--- src/rtl/fp13_acumulador.sv ---
// Running-sum accumulator for fp13 values (1|4 exp bias 7|8 man), align/add/normalize FSM.
// Define FP13_ACC_ROUND_EN for round-to-nearest-even; otherwise results truncate toward zero.
module fp13_acumulador #(
    parameter int NB_FLOAT = 13,
    parameter int NB_EXP   = 4,
    parameter int NB_MAN   = 8,
    parameter int NB_GUARD = 3
) (
    input  logic                clock,
    input  logic                i_reset_n,
    input  logic                i_valid,
    input  logic [NB_FLOAT-1:0] i_flotante,
    input  logic                i_clear,
    output logic                o_ready,
    output logic                o_valid,
    output logic [NB_FLOAT-1:0] o_acumulado,
    output logic                o_overflow
);
    localparam int NB_EXT = NB_MAN + 1 + NB_GUARD;
    localparam int NB_SUM = NB_EXT + 1;
`ifdef FP13_ACC_ROUND_EN
    localparam bit ROUND_EN = 1'b1;
`else
    localparam bit ROUND_EN = 1'b0;
`endif

    typedef enum logic [1:0] {S_IDLE, S_ALIGN, S_ADD, S_NORM} state_t;
    state_t state_reg, state_next;
    logic   accept, clear_idle;

    logic [NB_FLOAT-1:0] acc_reg, op_reg;
    logic                ovf_reg, valid_reg;
    logic [NB_EXT-1:0]   big_ext_reg, sml_ext_reg;
    logic [NB_EXP-1:0]   exp_reg;
    logic                sign_reg, sub_reg;
    logic [NB_SUM-1:0]   sum_reg;

    always_ff @(posedge clock or negedge i_reset_n) begin
        if (!i_reset_n) state_reg <= S_IDLE;
        else            state_reg <= state_next;
    end

    always_comb begin
        state_next = state_reg;
        case (state_reg)
            S_IDLE:  if (i_valid) state_next = S_ALIGN;
            S_ALIGN: state_next = S_ADD;
            S_ADD:   state_next = S_NORM;
            default: state_next = S_IDLE;
        endcase
    end

    always_comb begin
        o_ready    = (state_reg == S_IDLE);
        accept     = o_ready && i_valid;
        clear_idle = o_ready && i_clear;
    end

    // Operand 0 is the accumulator, operand 1 the latched input; exp 0 flushes to zero.
    logic [NB_FLOAT-1:0] opnd    [2];
    logic [NB_EXP-1:0]   u_exp   [2];
    logic [NB_EXT-1:0]   u_ext   [2];
    logic                u_sign  [2];
    assign opnd[0] = acc_reg;
    assign opnd[1] = op_reg;

    genvar gi;
    generate
        for (gi = 0; gi < 2; gi++) begin : g_unpack
            assign u_sign[gi] = opnd[gi][NB_FLOAT-1];
            assign u_exp[gi]  = opnd[gi][NB_FLOAT-2:NB_MAN];
            assign u_ext[gi]  = (u_exp[gi] == '0) ? '0
                              : {1'b1, opnd[gi][NB_MAN-1:0], {NB_GUARD{1'b0}}};
        end
    endgenerate

    logic              a_big;
    logic [NB_EXT-1:0] big_ext, sml_ext, lost_mask, aligned;
    logic [NB_EXP-1:0] big_exp, sml_exp, diff;

    always_comb begin
        a_big     = {u_exp[0], u_ext[0]} >= {u_exp[1], u_ext[1]};
        big_ext   = a_big ? u_ext[0] : u_ext[1];
        sml_ext   = a_big ? u_ext[1] : u_ext[0];
        big_exp   = a_big ? u_exp[0] : u_exp[1];
        sml_exp   = a_big ? u_exp[1] : u_exp[0];
        diff      = big_exp - sml_exp;
        lost_mask = (NB_EXT'(1) << diff) - NB_EXT'(1);
        if (diff > 4'd11)
            aligned = {{(NB_EXT-1){1'b0}}, |sml_ext};
        else
            aligned = (sml_ext >> diff) | {{(NB_EXT-1){1'b0}}, |(sml_ext & lost_mask)};
    end

    logic [3:0]          lshift;
    logic [NB_EXT-1:0]   norm_ext;
    logic                norm_sticky, round_up;
    logic [6:0]          exp_s, exp_f;
    logic [NB_MAN-1:0]   man_t;
    logic [NB_MAN:0]     man_r;
    logic [NB_FLOAT-1:0] norm_res;
    logic                norm_ovf;

    always_comb begin
        lshift = '0;
        for (int i = 0; i < NB_EXT; i++)
            if (sum_reg[i]) lshift = 4'(NB_EXT - 1 - i);
        if (sum_reg[NB_SUM-1]) begin
            norm_ext    = sum_reg[NB_SUM-1:1];
            norm_sticky = sum_reg[0];
            exp_s       = {3'b000, exp_reg} + 7'd1;
        end else begin
            norm_ext    = sum_reg[NB_EXT-1:0] << lshift;
            norm_sticky = 1'b0;
            exp_s       = {3'b000, exp_reg} - {3'b000, lshift};
        end
        man_t    = norm_ext[NB_EXT-2:NB_GUARD];
        round_up = ROUND_EN & norm_ext[2] & (norm_ext[1] | norm_ext[0] | norm_sticky | man_t[0]);
        man_r    = {1'b0, man_t} + {{NB_MAN{1'b0}}, round_up};
        exp_f    = exp_s + {6'b0, man_r[NB_MAN]};
        norm_ovf = 1'b0;
        // exp_f is two's complement: bit 6 set means the exponent underflowed.
        if (sum_reg == '0 || exp_f[6] || exp_f == 7'd0) begin
            norm_res = '0;
        end else if (exp_f > 7'd15) begin
            norm_res = {sign_reg, {NB_EXP{1'b1}}, {NB_MAN{1'b1}}};
            norm_ovf = 1'b1;
        end else begin
            norm_res = {sign_reg, exp_f[NB_EXP-1:0], man_r[NB_MAN-1:0]};
        end
    end

    always_ff @(posedge clock or negedge i_reset_n) begin
        if (!i_reset_n) begin
            acc_reg     <= '0;
            op_reg      <= '0;
            ovf_reg     <= 1'b0;
            valid_reg   <= 1'b0;
            big_ext_reg <= '0;
            sml_ext_reg <= '0;
            exp_reg     <= '0;
            sign_reg    <= 1'b0;
            sub_reg     <= 1'b0;
            sum_reg     <= '0;
        end else begin
            valid_reg <= 1'b0;
            case (state_reg)
                S_IDLE: begin
                    if (accept) op_reg <= i_flotante;
                    if (clear_idle) begin
                        acc_reg <= '0;
                        ovf_reg <= 1'b0;
                    end
                end
                S_ALIGN: begin
                    big_ext_reg <= big_ext;
                    sml_ext_reg <= aligned;
                    exp_reg     <= big_exp;
                    sign_reg    <= a_big ? u_sign[0] : u_sign[1];
                    sub_reg     <= u_sign[0] ^ u_sign[1];
                end
                S_ADD: begin
                    sum_reg <= sub_reg ? ({1'b0, big_ext_reg} - {1'b0, sml_ext_reg})
                                       : ({1'b0, big_ext_reg} + {1'b0, sml_ext_reg});
                end
                default: begin
                    acc_reg   <= norm_res;
                    valid_reg <= 1'b1;
                    if (norm_ovf) ovf_reg <= 1'b1;
                end
            endcase
        end
    end

    assign o_valid     = valid_reg;
    assign o_acumulado = acc_reg;
    assign o_overflow  = ovf_reg;
endmodule

--- config.mk ---
export PLATFORM = sky130hd
export DESIGN_NAME = fp13_acumulador
export DESIGN_NICKNAME = d
export VERILOG_FILES = /design/src/rtl/fp13_acumulador.sv
export SDC_FILE = /design/constraint.sdc
export NUM_CORES = 1
export LEC_CHECK = 0
export BUFFER_PORTS_ARGS = -buffer_cell sky130_fd_sc_hd__buf_4
export CORE_UTILIZATION = 50
export CTS_CLUSTER_DIAMETER = 30
export DETAILED_ROUTE_END_ITERATION = 7
export GPL_ROUTABILITY_DRIVEN = 1
export PLACE_DENSITY_LB_ADDON = 0.08
export SETUP_SLACK_MARGIN = 0.3
export SLEW_MARGIN = 0
export SYNTH_ARGS = -nofsm -noshare
export SYNTH_HDL_FRONTEND = slang
export SYNTH_SLANG_ARGS = --single-unit
--- constraint.sdc ---
create_clock -name clock -period 10.78 [get_ports clock]
set_input_delay 0 -clock clock [delete_from_list [all_inputs] [get_ports clock]]
set_output_delay 0 -clock clock [all_outputs]
set_load 0.01 [all_outputs]
# Word level (Yosys, flattened, before mapping)
# Cells that the tools add are included.
# classes
addsub	6
order_cmp	3
eq_ne	4
shifts	3
mux	35
n_bitwise	4
reduce_logical	17
# ops
cell	n
two-way mux 12 bit	6
two-way mux 4 bit	14
two-way mux 13 bit	3
one-hot mux 13 bit (2 select lines)	1
OR reduction 12 bit	2
>= comparator 16 bit	1
adder 12 x 12 -> 13 bit	1
logical NOT 13 bit	1
subtractor 12 x 12 -> 13 bit	1
AND 12 bit	1
OR 12 x 1 -> 12 bit	1
<< shifter 1 x 4 -> 12 bit (first input constant)	1
<< shifter 12 x 4 -> 11 bit	1
right shift 12 x 4 -> 12 bit	1
subtractor 12 x 2 -> 12 bit (second input constant)	1
two-way mux 11 bit	1
logical NOT 4 bit	2
greater-than comparator 7 x 4 -> 1 bit (second input constant)	1
logical NOT 7 bit	1
two-way mux 7 bit	1
two-way mux 1 bit	6
one-hot mux 2 bit (3 select lines)	1
adder 4 x 1 -> 5 bit (second input constant)	1
subtractor 4 x 4 -> 5 bit	1
18 further kinds	21
# word_totals
register_bits	73
input_bits	17
out_inout_bits	16

# Logic depth before layout (Yosys ltp)
# depth
ltp_word	19
mapped_depth	20
depth_no_buf	18

# Worst setup path before layout
# OpenSTA, ideal clock, no wires.
# synth_path
kind	reg2reg
from	reg acc_reg[9], in the netlist o_acumulado[9]
to	reg sml_ext_reg[5]
setup_ps	83
arrival_time_ps	4208
path_slack_ps	6490
stages_incl_launch_ff	18
cell_sequence	dfrtp_1 -> or4_1 -> clkbuf_1 -> nand2_1 -> inv_1 -> ha_1 -> and3_1 -> o21ai_0 -> a311o_1 -> nand2_2 -> buf_6 -> a22oi_1 -> ha_1 -> buf_1 -> clkbuf_1 -> mux4_2 -> mux2_2 -> o22ai_1
# synth_between
elab_chain_len	8
# synth_rtl
element	line	source
start: declaration	31	logic [NB_FLOAT-1:0] acc_reg, op_reg;
start signal: assignment	167	acc_reg <= norm_res;
logical NOT 4 bit	72	assign u_ext[gi] = (u_exp[gi] == '0) ? '0
two-way mux 12 bit	72	
>= comparator 16 bit	82	a_big = {u_exp[0], u_ext[0]} >= {u_exp[1], u_ext[1]};
two-way mux 4 bit (on tied branches)	85, 86	
subtractor 4 bit	87	diff = big_exp - sml_exp;
right shift 12 x 4 -> 12 bit	92	aligned = (sml_ext >> diff) | {{(NB_EXT-1){1'b0}}, |(sml_ext & lost_mask)};
OR 12 x 1 -> 12 bit	92	
two-way mux 12 bit *	89	if (diff > 4'd11)
end signal: assignment	157	sml_ext_reg <= aligned;
end: declaration	33	logic [NB_EXT-1:0] big_ext_reg, sml_ext_reg;
# Every way passes the cells marked *; elsewhere a longest branch is shown, timed or not.
# A chain may end at the register's enable or synchronous reset.

# Worst setup path after layout
# layout_path
from	reg acc_reg[8], in the netlist o_acumulado[8]
to	reg sml_ext_reg[0]
# layout_between
elab_chain_len	11
# layout_rtl
element	line	source
logical NOT 4 bit	72	
two-way mux 12 bit	72	
>= comparator 16 bit	82	
two-way mux 4 bit (on tied branches)	85, 86	
subtractor 4 bit	87	
<< shifter 1 x 4 -> 12 bit	88	lost_mask = (NB_EXT'(1) << diff) - NB_EXT'(1);
subtractor 12 x 2 -> 12 bit	88	
AND 12 bit	92	
OR reduction 12 bit	92	
OR 12 x 1 -> 12 bit	92	
two-way mux 12 bit *	89	
# Marks and branches as above.

==> qor.csv <==
metric,value,unit
rows,37,
tightest_slew,1.019,ns
rr_endpoint,sml_ext_reg[0],
finalWirelength,14.73,mm
crit_type,reg2reg,
startpoint,o_acumulado[8],
path_cells,or4_1 -> nand2_1 -> inv_1 -> ha_1 -> and3_1 -> o21ai_0 -> a311o_1 -> nand2_2 -> a22oi_1 -> ha_1 -> a211oi_2 -> xor2_2 -> o21a_1 -> o21ai_0 -> a221oi_2 -> a21oi_1,
cts.sinks,70,
layout_commonest_cell,dfrtp_1,
cts-root-buf,clkbuf_8,
seq_area_frac_synth,0.3189,
post_cts_resized,0,
hold_depth,5,
yosysTopAreaCell,dfrtp_1,
grt_usage,0.2713,
mostFrequentLayoutCells,"dfrtp_1, a21oi_1, nor2_1",
min_to,o_acumulado[11],
outcome,"complete, no violations",
maxCapViolCount,0,
diodes,0,
slew-limit-headroom,0.3158,
ys_seq_elements,70,
synth_top_area_frac,0.3189,
wl_per_cell,18.44,um
tns,0,ns
finalSetupViolCount,0,
drt_iter0_markers,450,
cts_tree,yes,
ys.flop_type,dfrtp_1,
area_growth,11.41,%
synthCells,638,
worstHoldPathType,in2reg,
syn_nets,690,
ios,33,
period_share,0.5071,
fillers,930,
viasPerCell,6.061,
fmax,0.1829,GHz
grt_max_degree,71,
fin_nets,711,
portBuffers,32,
r2r_slack,5.31,ns
drc_errors,0,
cp_max_fo,48,
crit_slowest_cell,or4_1,
crit_arrival,5.70,ns
die_x,106.8,um
crit_required,11.01,ns
hpwl,10.87,mm
fin_skew,0.02071,ns
clock_latency,0.36,ns
grt_setup_unrepaired,false,
grt_overflow,0,
vias,4843,
finalCriticalPeriod,5.466,ns
antenna_found_initial,0,
die_h,106.8,um
gp_congestion,0.9346,
cp-start-kind,register,
syn_avg_cell_area,8.609,um^2
syn_area,0.005493,mm^2
async_flop_share,1.000,
drive_above_1_share,0.1508,
rr_startpoint,o_acumulado[8],
die-area,0.01141,mm^2
htree_levels,3,
clk_path_buf_depth,2,
ant_nets,0,
ys_types,70,
initial_core_util,0.5227,
ys_top_cells_by_area,"dfrtp_1, ha_1, mux2_2",
cpPeakStageDelay,0.76,ns
yosysWarnings,0,
grt_pass1_wl,23.89,mm
core_area,0.01051,mm^2
hold_viol_final,0,
cts_made_buffers,9,
clk_pin_slew_worst_paths,0.08,ns
end_kind,register,
grt_pass1_vias,4584,
synth-edff-count,0,
slew_violations,0,
firstDrtPassIters,5,
hp-start,i_clear,
ff2ff_path_depth,16,
synthesized netlist by cell type, types with 18 or more instances:
| cell | n |
|---|---|
| ha_1 | 34 |
| a21oi_1 | 58 |
| nand2_1 | 51 |
| xnor2_1 | 18 |
| o21ai_0 | 35 |
| inv_1 | 47 |
| nor2_1 | 55 |
| clkbuf_1 | 27 |
| nor3_1 | 18 |
| dfrtp_1 | 70 |
| mux2_2 | 29 |
| mux2i_1 | 18 |
kinds of logic after synthesis:
kind of cell	synth area share
compound gates	0.2091
xor+xnor	0.04123
mux	0.1216
buf+inv	0.06310
flops	0.3189
fa+ha+maj	0.08109
simple gates	0.1649
timing repair:
item	in CTS	in global routing
buffers inserted	0	0
hold buffers	15	0
endpoints found under the hold margin	85	0
routing by layer:
layer / track usage / part of all wire / vias up
met2: 0.4304 / 0.46 / 150
met3: 0.03465 / 0.046 / 20
met1: 0.3889 / 0.48 / 2330
li1: - / - / 2343
met5: 0 / 0 / -
met4: 0.07436 / 0.016 / 0
worst max-delay path by stage:
| stage | endpoint | slack [ns] | depth (start not counted) |
|---|---|---|---|
| 3_3_place_gp | sml_ext_reg[0] | 5.51 | 16 |
| 2_1_floorplan | sml_ext_reg[5] | 6.49 | 17 |
| 3_5_place_dp | sml_ext_reg[0] | 5.43 | 16 |
| 6_report | sml_ext_reg[0] | 5.31 | 16 |
| 5_1_grt | sml_ext_reg[0] | 4.91 | 16 |
| 4_1_cts | sml_ext_reg[0] | 5.41 | 16 |
stage by stage:
| stage | util | hold slack (ns) | setup slack, ns | area, um^2 | instances |
|---|---|---|---|---|---|
| after global placement | 0.5470 | 0.1731 | 5.510 | 5748 | 769 |
| after CTS | 0.5823 | 0.1670 | 5.408 | 6120 | 799 |
| after floorplan | - | -0.2956 | 6.490 | 5493 | 638 |
| after global routing | 0.5823 | 0.2099 | 4.906 | 6120 | 799 |
| after detailed placement | 0.5470 | 0.1808 | 5.427 | 5748 | 769 |
| final | 0.5823 | 0.1826 | 5.314 | 6120 | 799 |
critical path, delay by kind of cell (launching register included):
family / cells / cell delay [ns]
flops: 1 / 0.46
simple gates: 4 / 1.81
buf+inv: 1 / 0.07
xor+xnor: 1 / 0.70
fa+ha+maj: 2 / 0.56
compound gates: 8 / 1.72
final cells by class:
| cell class | count | area (um^2) | share of cell area |
|---|---|---|---|
| multi-input combinational | 482 | 3395 | 0.5547 |
| inverter | 47 | 176.4 | 0.02883 |
| clock inverter | 4 | 70.07 | 0.01145 |
| sequential | 70 | 1752 | 0.2862 |
| tap | 136 | 170.2 | 0.02781 |
| clock buffer | 11 | 151.4 | 0.02474 |
| timing repair buffer | 49 | 405.4 | 0.06624 |
Power is left out: the tool's default activity adds up to more than one toggle a clock period on the data nets, which glitch-free logic cannot reach.
